==> src/rtl/mem_access_unit.sv <==
// Memory-stage load/store unit: drives a req/ack data port, places store lanes and formats load data.
// Optional bus watchdog enabled by defining MEM_TIMEOUT_EN (BusErrM_o tied low otherwise).
module mem_access_unit #(
    parameter int DATA_WIDTH     = 32,
    parameter int ADDR_WIDTH     = 32,
    parameter int TIMEOUT_CYCLES = 64
) (
    input  logic                  clk_i,
    input  logic                  rst_ni,
    input  logic                  MemReadM_i,
    input  logic                  MemWriteM_i,
    input  logic [2:0]            Funct3M_i,
    input  logic [ADDR_WIDTH-1:0] ALUResultM_i,
    input  logic [DATA_WIDTH-1:0] WriteDataM_i,
    output logic [DATA_WIDTH-1:0] ReadDataM_o,
    output logic                  StallM_o,
    output logic                  MisalignM_o,
    output logic                  BusErrM_o,
    output logic                  mem_req_o,
    output logic                  mem_we_o,
    output logic [ADDR_WIDTH-1:0] mem_addr_o,
    output logic [3:0]            mem_be_o,
    output logic [DATA_WIDTH-1:0] mem_wdata_o,
    input  logic                  mem_ack_i,
    input  logic [DATA_WIDTH-1:0] mem_rdata_i
);

    localparam logic [1:0] S_IDLE = 2'd0;
    localparam logic [1:0] S_BUSY = 2'd1;
    localparam logic [1:0] S_DONE = 2'd2;

    function automatic logic [DATA_WIDTH-1:0] format_load(input logic [2:0]            f3,
                                                           input logic [1:0]            lo,
                                                           input logic [DATA_WIDTH-1:0] word);
        logic [DATA_WIDTH-1:0] sh;
        logic signed [7:0]     sb;
        logic signed [15:0]    shw;
        sh  = word >> {lo, 3'b000};
        sb  = sh[7:0];
        shw = sh[15:0];
        case (f3)
            3'b000:  format_load = DATA_WIDTH'(sb);
            3'b001:  format_load = DATA_WIDTH'(shw);
            3'b100:  format_load = DATA_WIDTH'(sh[7:0]);
            3'b101:  format_load = DATA_WIDTH'(sh[15:0]);
            default: format_load = word;
        endcase
    endfunction

    logic [1:0]            state_d, state_q;
    logic                  req_d, req_q;
    logic                  we_d, we_q;
    logic [ADDR_WIDTH-1:0] addr_d, addr_q;
    logic [3:0]            be_d, be_q;
    logic [DATA_WIDTH-1:0] wdata_d, wdata_q;
    logic [2:0]            f3_d, f3_q;
    logic [1:0]            lo_d, lo_q;
    logic [DATA_WIDTH-1:0] rdata_d, rdata_q;

    logic                  is_load, is_store, access, misalign, stall;
    logic                  align_err, f3_illegal;
    logic [1:0]            addr_lo;
    logic [3:0]            lane_be;
    logic [DATA_WIDTH-1:0] lane_wdata;

    // Decode: a simultaneous read+write is treated as a write.
    always_comb begin
        is_store   = MemWriteM_i;
        is_load    = MemReadM_i & ~MemWriteM_i;
        addr_lo    = ALUResultM_i[1:0];
        align_err  = 1'b0;
        lane_be    = 4'b1111;
        lane_wdata = WriteDataM_i;
        case (Funct3M_i[1:0])
            2'b00: begin
                lane_be    = 4'b0001 << addr_lo;
                lane_wdata = {4{WriteDataM_i[7:0]}};
            end
            2'b01: begin
                align_err  = addr_lo[0];
                lane_be    = addr_lo[1] ? 4'b1100 : 4'b0011;
                lane_wdata = {2{WriteDataM_i[15:0]}};
            end
            2'b10: begin
                align_err  = |addr_lo;
            end
            default: begin
                align_err  = 1'b0;
            end
        endcase
        f3_illegal = is_store ? (Funct3M_i >= 3'b011)
                              : ((Funct3M_i == 3'b011) || (Funct3M_i[2:1] == 2'b11));
        misalign   = (is_store | is_load) & (align_err | f3_illegal);
        access     = (is_store | is_load) & ~misalign;
    end

`ifdef MEM_TIMEOUT_EN
    localparam int CNT_W = $clog2(TIMEOUT_CYCLES + 1);
    localparam logic [CNT_W-1:0] CNT_LAST = CNT_W'(TIMEOUT_CYCLES - 1);

    logic [CNT_W-1:0] cnt_d, cnt_q;
    logic             timeout;
    logic             buserr_d, buserr_q;

    // Counts BUSY cycles without ack; fires on the last allowed cycle so BUSY lasts TIMEOUT_CYCLES.
    always_comb begin
        cnt_d = cnt_q;
        if (state_q == S_IDLE) begin
            cnt_d = '0;
        end else if ((state_q == S_BUSY) && !mem_ack_i) begin
            cnt_d = cnt_q + 1'b1;
        end
    end

    assign timeout = (state_q == S_BUSY) && !mem_ack_i && (cnt_q == CNT_LAST);

    always_ff @(posedge clk_i) begin
        if (!rst_ni) begin
            cnt_q    <= '0;
            buserr_q <= 1'b0;
        end else begin
            cnt_q    <= cnt_d;
            buserr_q <= buserr_d;
        end
    end

    assign BusErrM_o = buserr_q;
`else
    assign BusErrM_o = 1'b0;
`endif

    always_comb begin
        state_d = state_q;
        req_d   = req_q;
        we_d    = we_q;
        addr_d  = addr_q;
        be_d    = be_q;
        wdata_d = wdata_q;
        f3_d    = f3_q;
        lo_d    = lo_q;
        rdata_d = rdata_q;
        stall   = 1'b0;
`ifdef MEM_TIMEOUT_EN
        buserr_d = buserr_q;
`endif
        case (state_q)
            S_IDLE: begin
                stall = access;
                if (access) begin
                    state_d = S_BUSY;
                    req_d   = 1'b1;
                    we_d    = is_store;
                    addr_d  = {ALUResultM_i[ADDR_WIDTH-1:2], 2'b00};
                    be_d    = lane_be;
                    wdata_d = lane_wdata;
                    f3_d    = Funct3M_i;
                    lo_d    = addr_lo;
                end
            end
            S_BUSY: begin
                stall = 1'b1;
                if (mem_ack_i) begin
                    req_d   = 1'b0;
                    state_d = S_DONE;
                    if (!we_q) begin
                        rdata_d = format_load(f3_q, lo_q, mem_rdata_i);
                    end
                end
`ifdef MEM_TIMEOUT_EN
                else if (timeout) begin
                    req_d    = 1'b0;
                    buserr_d = 1'b1;
                    state_d  = S_DONE;
                    if (!we_q) begin
                        rdata_d = '0;
                    end
                end
`endif
            end
            // One unstalled cycle lets pip_reg_w capture the result; never re-issues.
            S_DONE: begin
                state_d = S_IDLE;
            end
            default: begin
                state_d = S_IDLE;
            end
        endcase
    end

    always_ff @(posedge clk_i) begin
        if (!rst_ni) begin
            state_q <= S_IDLE;
            req_q   <= 1'b0;
            we_q    <= 1'b0;
            addr_q  <= '0;
            be_q    <= '0;
            wdata_q <= '0;
            f3_q    <= '0;
            lo_q    <= '0;
            rdata_q <= '0;
        end else begin
            state_q <= state_d;
            req_q   <= req_d;
            we_q    <= we_d;
            addr_q  <= addr_d;
            be_q    <= be_d;
            wdata_q <= wdata_d;
            f3_q    <= f3_d;
            lo_q    <= lo_d;
            rdata_q <= rdata_d;
        end
    end

    assign StallM_o    = stall & rst_ni;
    assign MisalignM_o = misalign;
    assign ReadDataM_o = rdata_q;
    assign mem_req_o   = req_q;
    assign mem_we_o    = we_q;
    assign mem_addr_o  = addr_q;
    assign mem_be_o    = be_q;
    assign mem_wdata_o = wdata_q;

endmodule

==> config.mk <==
export PLATFORM = sky130hd
export DESIGN_NAME = mem_access_unit
export DESIGN_NICKNAME = d
export VERILOG_FILES = /design/src/rtl/mem_access_unit.sv
export SDC_FILE = /design/constraint.sdc
export NUM_CORES = 1
export LEC_CHECK = 0
export ABC_AREA = 1
export CAP_MARGIN = 40
export CORE_MARGIN = 5
export CORE_UTILIZATION = 45
export CTS_CLUSTER_DIAMETER = 50
export DETAILED_ROUTE_END_ITERATION = 8
export DONT_BUFFER_PORTS = 1
export GPL_ROUTABILITY_DRIVEN = 1
export SYNTH_ARGS = -nofsm -noshare
export SYNTH_HDL_FRONTEND = slang
export SYNTH_SLANG_ARGS = --single-unit
==> constraint.sdc <==
create_clock -name clk_i -period 2.2 [get_ports clk_i]
set_input_delay 0.33 -clock clk_i [delete_from_list [all_inputs] [get_ports clk_i]]
set_output_delay 0.33 -clock clk_i [all_outputs]
set_load 0.02 [all_outputs]
### Yosys cells after proc, flatten, opt, wreduce, memory -nomap -nowiden

Index checks and enable logic that the tools add are counted.

| operators by class | value |
|---|---|
| muxes and demuxes | 13 |
| shift operators | 2 |
| bitwise logic cells | 9 |
| magnitude comparators | 1 |
| equality and inequality tests | 10 |
| reductions and logical operators | 10 |

Operators with widths:

| kind | count |
|---|---|
| 32-bit one-hot mux with 4 select lines | 1 |
| 32-bit one-hot mux with 2 select lines | 1 |
| 32-bit by 5-bit >> shifter with 16-bit output | 1 |
| 4-bit one-hot mux with 2 select lines | 1 |
| 3-bit == test (second input constant) | 2 |
| 1-bit one-hot mux with 2 select lines | 3 |
| 3-bit AND reduction | 2 |
| 1-bit AND | 4 |
| 2-bit by 1-bit == test with 1-bit output (second input constant) | 2 |
| 2-bit == test (second input constant) | 2 |
| 2-bit zero test | 2 |
| 2-bit 2-to-1 mux | 2 |
| 4-bit 2-to-1 mux | 1 |
| 2-bit inequality test (second input constant) | 2 |
| 2-bit one-hot mux with 2 select lines | 1 |
| 2-bit AND reduction | 2 |
| 1-bit by 2-bit << shifter with 4-bit output (first input constant) | 1 |
| 3-bit by 1-bit == test with 1-bit output (second input constant) | 1 |
| 3-bit by 2-bit == test with 1-bit output (second input constant) | 1 |
| 3-bit by 2-bit >= comparator with 1-bit output (second input constant) | 1 |
| 3-bit zero test | 1 |
| 1-bit 2-to-1 mux | 3 |
| 1-bit inverter | 3 |
| 1-bit bitwise OR | 2 |
| 3 further kinds | 3 |

| storage, ports and cells | value |
|---|---|
| bits of input ports | 104 |
| register bits after elaboration | 107 |
| word-level logic and storage cells | 54 |
| output and inout port bits | 105 |

### Longest topological paths before layout

Gate-level depths: netlist of run 1.

| logic depth | value |
|---|---|
| depth in word-level cells | 9 |
| gate-level depth with buffers | 12 |
| mapped depth without buffers | 10 |

### Worst setup path after synthesis of run 1

OpenSTA, ideal clock, no wires.

| timing | value |
|---|---|
| kind | input port to output port |
| start | input port Funct3M_i[1] |
| end | output port StallM_o |
| path buffers | 1 |
| data arrival time | 1.603 ns |
| cell stages on the path | 8 |
| data required time | 1.870 ns |
| setup slack | 0.267 ns |
| cell sequence | inv_1 -> ha_1 -> nand2_1 -> nand2_1 -> nand2_2 -> nand3_2 -> clkbuf_1 -> a21oi_1 |

| on the way | value |
|---|---|
| cells in the longest elaborated chain, start to end | 9 |
| elaborated cells on any way between the ends | 14 |
| classes of those cells | order compare (1); eq/ne (4); mux (3); bitwise (5); reduce/logical (1) |

Ends and longest elaborated chain:

| what | RTL line | source |
|---|---|---|
| start, declared | 12 | `input logic [2:0] Funct3M_i,` |
| branches (longest 3 deep; another with 3-bit by 2-bit >= comparator with 1-bit output) | -- |  |
| 1-bit bitwise OR * | 93 | `misalign = (is_store \| is_load) & (align_err \| f3_illegal);` |
| 1-bit AND * | 93 |  |
| 1-bit inverter * | 94 | `access = (is_store \| is_load) & ~misalign;` |
| 1-bit AND * | 94 |  |
| 1-bit one-hot mux with 2 select lines * | 146 | `case (state_q)` |
| 1-bit AND * | 214 | `assign StallM_o = stall & rst_ni;` |
| end, declared | 16 | `output logic StallM_o,` |

Mark *: on every way between the ends.

### Worst setup path after layout of run 1

| timing | value |
|---|---|
| start | register state_q[1] |
| end | output port StallM_o |

| on the way | value |
|---|---|
| cells in the longest elaborated chain, start to end | 3 |
| elaborated cells on any way between the ends | 4 |
| classes of those cells | eq/ne (1); mux (1); bitwise (1); reduce/logical (1) |

Ends and longest elaborated chain:

| what | RTL line | source |
|---|---|---|
| start, declared | 50 | `logic [1:0] state_d, state_q;` |
| start signal, assigned | 202 | `state_q <= state_d;` |
| 2-bit by 1-bit == test with 1-bit output or 2-bit zero test (tied branches) | 146 |  |
| 1-bit one-hot mux with 2 select lines * | 146 |  |
| 1-bit AND * | 214 |  |

Every way passes the cells marked *; elsewhere a longest branch is shown, timed or not.

==> results of run 1 <==
## power by group through the flow
| stage | registers, mW | clock network [mW] | logic [mW] |
|---|---|---|---|
| floorplan | 2.34 | 0 | 0.663 |
| global placement | 2.39 | 0 | 0.778 |
| detailed placement | 2.39 | 0 | 0.800 |
| CTS | 2.35 | 1.84 | 0.805 |
| global route | 2.36 | 1.92 | 0.922 |
| finish | 2.35 | 1.79 | 0.804 |
## cells in the mapped netlist
library cell,instances
nor3_1,2
or2_2,2
buf_2,11
o21ai_0,35
dfxtp_1,107
nor3_4,1
ha_1,4
nor2_2,2
o21ai_1,1
nor2_4,1
conb_1,1
nand2_2,1
nand2_1,290
buf_1,6
nand3_1,34
buf_4,11
a21oi_1,92
nand4_1,69
nor2_1,41
buf_6,1
inv_1,53
clkbuf_1,34
nand3_2,2
inv_2,3
a21oi_2,1
## worst max-delay path by stage
stage,from,to,slack (ns),cells past startpoint
after global routing,lo_q[1],ReadDataM_o[26],0.25,8
after floorplan,Funct3M_i[1],StallM_o,0.27,8
after CTS,state_q[1],StallM_o,0.34,4
after detailed placement,Funct3M_i[1],StallM_o,0.41,8
final,state_q[1],StallM_o,0.36,4
after global placement,lo_q[1],ReadDataM_o[26],0.47,8
## flip-flops by register name (all words and copies together) (netlist names)
| signal | flops |
|---|---|
| ReadDataM_o | 32 |
| f3_q | 3 |
| lo_q | 2 |
| mem_addr_o | 30 |
| mem_be_o | 4 |
| mem_req_o | 1 |
| mem_wdata_o | 32 |
| mem_we_o | 1 |
| state_q | 2 |
## logic make-up (layout without fill, tap and decap cells)
group,count (synthesis),after routing,synth area share [%]
other cells,1,3,0.0709
simple gates,445,445,36.6
buf+inv,119,88,9.63
flops,107,107,40.5
compound gates,129,129,12.3
fa+ha+maj,4,4,0.947
## layer usage
layer	global-route usage, %	vias up
met5	0	-
li1	-	2551
met1	25.7	2363
met2	37.5	215
met3	9.74	31
met4	7.65	0
## layout make-up
type | instances | area [um2] | area share [%]
clock inverters | 7 | 106 | 1.88
flip-flops and latches | 107 | 2140 | 37.9
repair buffers | 16 | 145 | 2.56
inverters | 56 | 210 | 3.71
clock buffers | 9 | 225 | 3.98
multi-input cells | 581 | 2650 | 46.8
well taps | 143 | 179 | 3.16
## worst register-to-register path, stage by stage, from the launching register on
cell	delay [ns]
dfxtp_1	0.43
inv_2	0.23
nand3_1	0.14
nand3_2	0.19
nand2_1	0.12
nor2_4	0.30
nand2_1	0.14
nand2_1	0.08
inv_1	0.03
## through the flow
step	std cells	instance area, um2
floorplan	807	5300
global placement	903	5330
detailed placement	903	5330
CTS	919	5660
global route	919	5660
finish	919	5660
## placed cells by master, fill, tap and decap left out, types with 2 or more instances in the layout
| master | n |
|---|---|
| nand2_1 | 290 |
| dfxtp_1 | 107 |
| a21oi_1 | 92 |
| nand4_1 | 69 |
| inv_1 | 53 |
| nor2_1 | 41 |
| o21ai_0 | 35 |
| nand3_1 | 34 |
| buf_4 | 14 |
| clkbuf_16 | 9 |
| ha_1 | 4 |
| inv_2 | 3 |
| conb_1 | 3 |
| inv_6 | 3 |
| nand3_2 | 2 |
| nor2_2 | 2 |
| nor3_1 | 2 |
| or2_2 | 2 |
| bufinv_16 | 2 |
| buf_12 | 2 |
==> results.yml, run 1 <==
status:
  status: "complete, no violations"
clock_network:
  clk_latency_ns: 0.35
  clock_path_buffers: 2
  cts_made_buffers: 9
  cts_tree: "built"
  h-tree-depth: 3
  path_clk_slew_ns: 0.07
  cts_hold_buf: 0
  cts-root-buf: "clkbuf_16"
  cts_resized: 0
  clkSinkCount: 107
  cts_setup_buffers: 0
pwr:
  total_power_mw: 4.94
  irDropWorstVdd_mv: 0.423
  p_per_area_nw_per_um2: 873
  pwr-share-seq_pct: 47.5
  swShare_pct: 32.0
  p_int_mw: 3.36
  leakagePower_nw: 2.45
  clock_power_share_pct: 36.2
  pwr-share-comb_pct: 16.3
  switching_power_mw: 1.58
detailed_routing:
  dr.max_layer_used: "met4"
  drc_errors: 0
  viasPerCell: 5.61
  via_count: 5160
  wl_met3_um: 1770
  ant_nets: 0
  routed_wl_um: 16200
  drt_first_pass_iters: 5
  wl_met2_um: 7850
  drtIter0Drc: 374
  drt-met1-wl_um: 6190
  post_drt_wl_per_cell_um: 17.6
die:
  core-area_um2: 11500
  num_rows: 39
  die-area_um2: 14000
  pin_count: 209
  die_h_um: 118
  start_util_pct: 46.1
  die_w_um: 118
final_layout:
  area_growth_pct: 7.03
  antennaDiodeCount: 0
  nets: 879
  final_core_util_pct: 49.4
  drive_gt1_share_pct: 5.80
  fillers: 1197
place:
  gp_congestion: 0.874
  port_buffers: 0
  hpwl_um: 11500
  pre_cts_ws_ns: 0.414
grt:
  grt_overflow: 0
  grt_use_total_pct: 22.4
  grt_max_degree: 71
  grt_pass1_vias: 5029
  grt_pass1_wl_um: 26100
  grt_antenna_before_repair: 0
sta:
  setup_tns_ns: 0
  hold_viol: 0
  slew_headroom_pct: 52.4
  whs_ns: 0.106
  fin_crit_sh_pct: 83.5
  tightestPinTransition_ns: 0.713
  clock.fmax_mhz: 545
  period_minus_slack_ns: 1.84
  fin_skew_ns: 0.00545
  setup_viol: 0
  grt_setup_unrepaired: "false"
  final.setup.worst_slack_ns: 0.364
  slew_violations: 0
synthesis:
  synth_cells: 805
  yosysUniqueCellTypes: 25
  ys_ff_latch: 107
  synth_top_area_share_pct: 40.5
  ys_seq_area_share_pct: 40.5
  ys_warn_count: 0
  syn_area_um2: 5290
  synth_area_leader_cell: "dfxtp_1"
  synth_area_per_cell_um2: 6.57
  synth_area_leaders: "dfxtp_1 41%, nand2_1 21%, a21oi_1 8.7%, nand4_1 8.2%, inv_1 3.8%"
setup_path:
  critPathKind: "reg2out"
  r2r-start: "lo_q[1]"
  slowest_stage: "dfxtp_1"
  critical_path.max_fanout: 9
  cp_top_family: "simple AND/OR/NAND/NOR gates"
  r2r_cells: 8
  critPathBufInv: 1
  timing.rr.end: "ReadDataM_o[23]"
  required_ns: 1.87
  end_kind: "output port"
  reg2reg_slack_ns: 0.44
  crit_chain: "nor3_4 -> nand3_2 -> a21oi_1 -> buf_4"
  start_kind: "flip-flop"
  cpPeakStageDelay_ns: 0.34
  arrival_ns: 1.51
hold_path:
  min_from: "rst_ni"
  min_path_type: "in2reg"
  min_to: "lo_q[0]"
  holdPathStages: 2
flow_run:
  maxCapViolCount: 0
(Power assumes the default switching activity.)
==> run 2: changes to the inputs <==
Clock period 2.2 ns to 1.7 ns, I/O delays scaled along.
==> run 2 against run 1 <==
  * Cell count increased by 1.6%
  * Clock-buffer cell count rose by 2
  * Clock power rose by 10%
  * Combinational power up 38%
  * Flip-flop and latch count unchanged
  * Sequential share of layout area is 0.68 points lower
  * Worst setup slack got worse by 0.28 ns
  * Sequential power is 29% higher
  * Hold slack got worse by 0.072 ns
  * Clock skew decreased by 0.00093 ns
  * Critical path depth unchanged
  * Power increased by 24%
  * Largest cell class unchanged
  * Largest power group unchanged
==> results.yml, run 2 (synthesized netlist as in run 1, its figures left out) <==
die:
  pin_count: 209
  core-area_um2: 11500
  die_h_um: 118
  num_rows: 39
  die_w_um: 118
  start_util_pct: 46.1
  die-area_um2: 14000
setup_path:
  start_kind: "flip-flop"
  slowest_stage: "dfxtp_1"
  required_ns: 1.44
  end_kind: "output port"
  arrival_ns: 1.37
  cpPeakStageDelay_ns: 0.35
  reg2reg_slack_ns: 0.21
  cp_top_family: "simple AND/OR/NAND/NOR gates"
  critPathKind: "reg2out"
  critPathBufInv: 1
  crit_chain: "nor3_4 -> nand3_4 -> a21oi_2 -> buf_4"
  critical_path.max_fanout: 4
grt:
  grt_overflow: 0
  grt_max_degree: 53
  grt_use_total_pct: 21.8
  grt_antenna_before_repair: 0
  grt_pass1_vias: 4930
  grt_pass1_wl_um: 25500
final_layout:
  fillers: 1191
  drive_gt1_share_pct: 7.84
  nets: 895
  final_area_um2: 5770
  layout_common_cells: "290 x nand2_1, 106 x dfxtp_1, 90 x a21oi_1"
  area_growth_pct: 9.06
  antennaDiodeCount: 0
  final_cells: 934
  final_common_cell: "nand2_1"
  final_core_util_pct: 50.3
clock_network:
  cts_hold_buf: 0
  clkSinkCount: 107
  cts-root-buf: "clkbuf_16"
  cts_tree: "built"
  path_clk_slew_ns: 0.07
  cts_made_buffers: 9
  clk_latency_ns: 0.34
  h-tree-depth: 3
  clock_path_buffers: 2
sta:
  setup_tns_ns: 0
  setup_viol: 0
  period_minus_slack_ns: 1.62
  slew_violations: 0
  grt_setup_unrepaired: "false"
  hold_viol: 0
  clock.fmax_mhz: 617
  final.setup.worst_slack_ns: 0.0796
  slew_headroom_pct: 63.4
  fin_crit_sh_pct: 95.3
  fin_skew_ns: 0.00451
  tightestPinTransition_ns: 0.548
  whs_ns: 0.0349
detailed_routing:
  drt_first_pass_iters: 6
  drc_errors: 0
  post_drt_wl_per_cell_um: 17.2
  drtIter0Drc: 337
  via_count: 5150
  ant_nets: 0
  routed_wl_um: 16000
  viasPerCell: 5.51
flow_run:
  maxCapViolCount: 0
status:
  status: "complete, no violations"
pwr:
  total_power_mw: 6.11
  p_per_area_nw_per_um2: 1060
  irDropWorstVdd_mv: 0.505
  leakagePower_nw: 2.50
place:
  gp_congestion: 0.850
  port_buffers: 0
  placed_cell_area_um2: 5450
  hpwl_um: 11800
  place_inst: 916
  pre_cts_ws_ns: -0.000368
hold_path:
  min_path_type: "in2reg"
## run 2: metal layers
layer / share of wire (%) / GRT usage [%] / routed length (um)
met4: 1.2 / 5.17 / 185
met5: 0 / 0 / 0
met1: 40 / 25.5 / 6340
met2: 49 / 37.1 / 7850
met3: 10 / 9.07 / 1670
## run 2: path summary, 6_finish.rpt
kind / from / endpoint / depth (start not counted)
setup reg to reg: lo_q[0] / ReadDataM_o[17] / 10
setup / recovery: state_q[1] / StallM_o / 4
hold / removal: rst_ni / lo_q[0] / 2
hold reg to reg: f3_q[2] / f3_q[2] / 2
## run 2: where the power goes
part | switching (mW) | total (mW) | internal [mW]
logic | 0.715 | 1.11 | 0.391
registers | 0.349 | 3.04 | 2.69
clock network | 0.927 | 1.97 | 1.04
total | 1.99 | 6.11 | 4.12
## run 2: repair_timing
| item | CTS | global route |
|---|---|---|
| cloned | 0 | 0 |
| setup endpoints to repair | 2 | 17 |
| gates resized for setup | 1 | 1 |
| endpoints found under the hold margin | 0 | 0 |
| pin swaps | 2 | 2 |
| buffers inserted | 1 | 2 |
## run 2: layout make-up
class / instances / area (um2) / share of cell area, %
well taps: 143 / 179 / 3.10
repair buffers: 32 / 290 / 5.03
multi-input cells: 581 / 2670 / 46.2
clock buffers: 11 / 243 / 4.21
flip-flops and latches: 107 / 2140 / 37.2
clock inverters: 4 / 35.0 / 0.608
inverters: 56 / 210 / 3.65
## run 2: worst reg2reg max path, cell delays in order, from the launching register on
cell     delay [ns]
dfxtp_2        0.42
inv_2          0.14
nand2_1        0.09
nand3_1        0.11
nand3_2        0.11
nand2_1        0.09
nor2_4         0.13
buf_12         0.15
nand2_1        0.07
nand2_1        0.05
inv_1          0.03
==> run 3: changes to the inputs <==
Settings changed: CORE_UTILIZATION 45 to 40.
==> run 3 against run 2 <==
  * Register-to-register slack worse by 0.09 ns
  * Power up 7.0%
  * Combinational power about the same
  * Via count up 0.72%
  * Cell count up 3.7%
  * Critical path type unchanged
==> results.yml, run 3 (synthesized netlist as in run 1, its figures left out) <==
status:
  status: "complete, no violations"
clock_network:
  clkSinkCount: 107
  cts_made_buffers: 9
  h-tree-depth: 3
  cts_hold_buf: 0
  cts_tree: "built"
  cts-root-buf: "clkbuf_16"
  clk_latency_ns: 0.36
  clock_path_buffers: 2
  path_clk_slew_ns: 0.08
final_layout:
  fillers: 1393
  multi_input_area_um2: 2670
  final_common_cell: "nand2_1"
  drive_gt1_share_pct: 8.07
  seq_area_um2: 2140
  final_area_um2: 5920
  antennaDiodeCount: 0
  nets: 896
  layout_common_cells: "290 x nand2_1, 107 x dfxtp_1, 90 x a21oi_1"
  area_growth_pct: 11.9
place:
  gp_congestion: 0.896
  pre_cts_ws_ns: 0.0928
  placed_cell_area_um2: 5520
  hpwl_um: 11900
  port_buffers: 0
detailed_routing:
  drc_errors: 0
  via_count: 5187
  routed_wl_um: 15900
  drtIter0Drc: 294
  post_drt_wl_per_cell_um: 16.5
  viasPerCell: 5.35
  ant_nets: 0
  drt_first_pass_iters: 5
setup_path:
  arrival_ns: 1.38
  cpPeakStageDelay_ns: 0.34
  slowest_stage: "dfxtp_1"
  required_ns: 1.44
  end_kind: "output port"
  critical_path.max_fanout: 4
  crit_chain: "nor3_4 -> nand3_4 -> a21oi_2 -> buf_6"
  start_kind: "flip-flop"
  critPathKind: "reg2out"
sta:
  clock.fmax_mhz: 610
  whs_ns: 0.0231
  period_minus_slack_ns: 1.64
  slew_violations: 0
  final.setup.worst_slack_ns: 0.0610
  setup_viol: 0
  hold_viol: 0
  fin_skew_ns: 0.00521
  fin_crit_sh_pct: 96.4
die:
  pin_count: 209
  die-area_um2: 15600
  die_w_um: 125
  num_rows: 42
  core-area_um2: 13100
  die_h_um: 125
  start_util_pct: 40.4
pwr:
  leakagePower_nw: 2.56
  p_int_mw: 4.44
  total_power_mw: 6.54
  switching_power_mw: 2.10
  pwr-share-comb_pct: 17.1
  irDropWorstVdd_mv: 0.495
  swShare_pct: 32.2
  clock_power_share_pct: 36.5
  pwr-share-seq_pct: 46.4
  p_per_area_nw_per_um2: 1110
grt:
  grt_pass1_vias: 5165
  grt_use_total_pct: 20.2
  grt_max_degree: 56
  grt_antenna_before_repair: 0
  grt_pass1_wl_um: 25900
  grt_overflow: 0
hold_path:
  min_path_type: "in2reg"
flow_run:
  maxCapViolCount: 0
[run 3: worst max-delay path: cells and delay by family (launching register included)]
kind / cells / cell delay (ns)
AND/OR/NAND/NOR: 2 / 0.39
flip-flops: 1 / 0.34
AO/OA/AOI/OAI: 1 / 0.15
buffers and inverters: 1 / 0.14
[run 3: worst paths after layout]
path               from               to  slack, ns  depth (start not counted)
max          state_q[1]         StallM_o       0.06                          4
min              rst_ni          f3_q[0]       0.02                          2
max reg2reg  state_q[1]  mem_wdata_o[13]       0.12                          6
min reg2reg     f3_q[2]          f3_q[2]       0.48                          2
[run 3: power by group through the flow]
stage | Combinational (mW) | Sequential [mW] | Clock (mW)
3_3_place_gp | 1.08 | 3.10 | 0
5_1_grt | 1.28 | 3.06 | 2.58
2_1_floorplan | 0.861 | 3.03 | 0
6_report | 1.12 | 3.03 | 2.39
3_5_place_dp | 1.10 | 3.10 | 0
4_1_cts | 1.11 | 3.04 | 2.46
[run 3: metrics by stage]
step / std cells / util [%] / setup TNS (ns)
after detailed placement: 948 / 42.2 / 0
after global routing: 969 / 45.2 / -0.00654
after floorplan: 807 / - / 0
final: 969 / 45.2 / 0
after CTS: 965 / 44.9 / 0
after global placement: 948 / 42.2 / 0
[run 3: cell type report]
type | instances | area share, %
Multi-Input combinational cell | 581 | 45.0
Sequential cell | 107 | 36.2
Timing Repair Buffer | 33 | 5.73
Clock buffer | 9 | 3.80
Tap cell | 176 | 3.72
Inverter | 56 | 3.55
Clock inverter | 7 | 1.97
[run 3: what timing repair did]
action | 4_1_cts | 5_1_grt
gates resized for setup | 1 | 1
setup endpoints to repair | 1 | 17
pin swaps | 1 | 3
buffers inserted | 1 | 4
[run 3: layer usage]
layer	global-route usage [%]	part of all wire [%]
met2	34.6	49
met1	22.0	38
met3	8.19	10
met5	0	0
met4	8.86	2.8
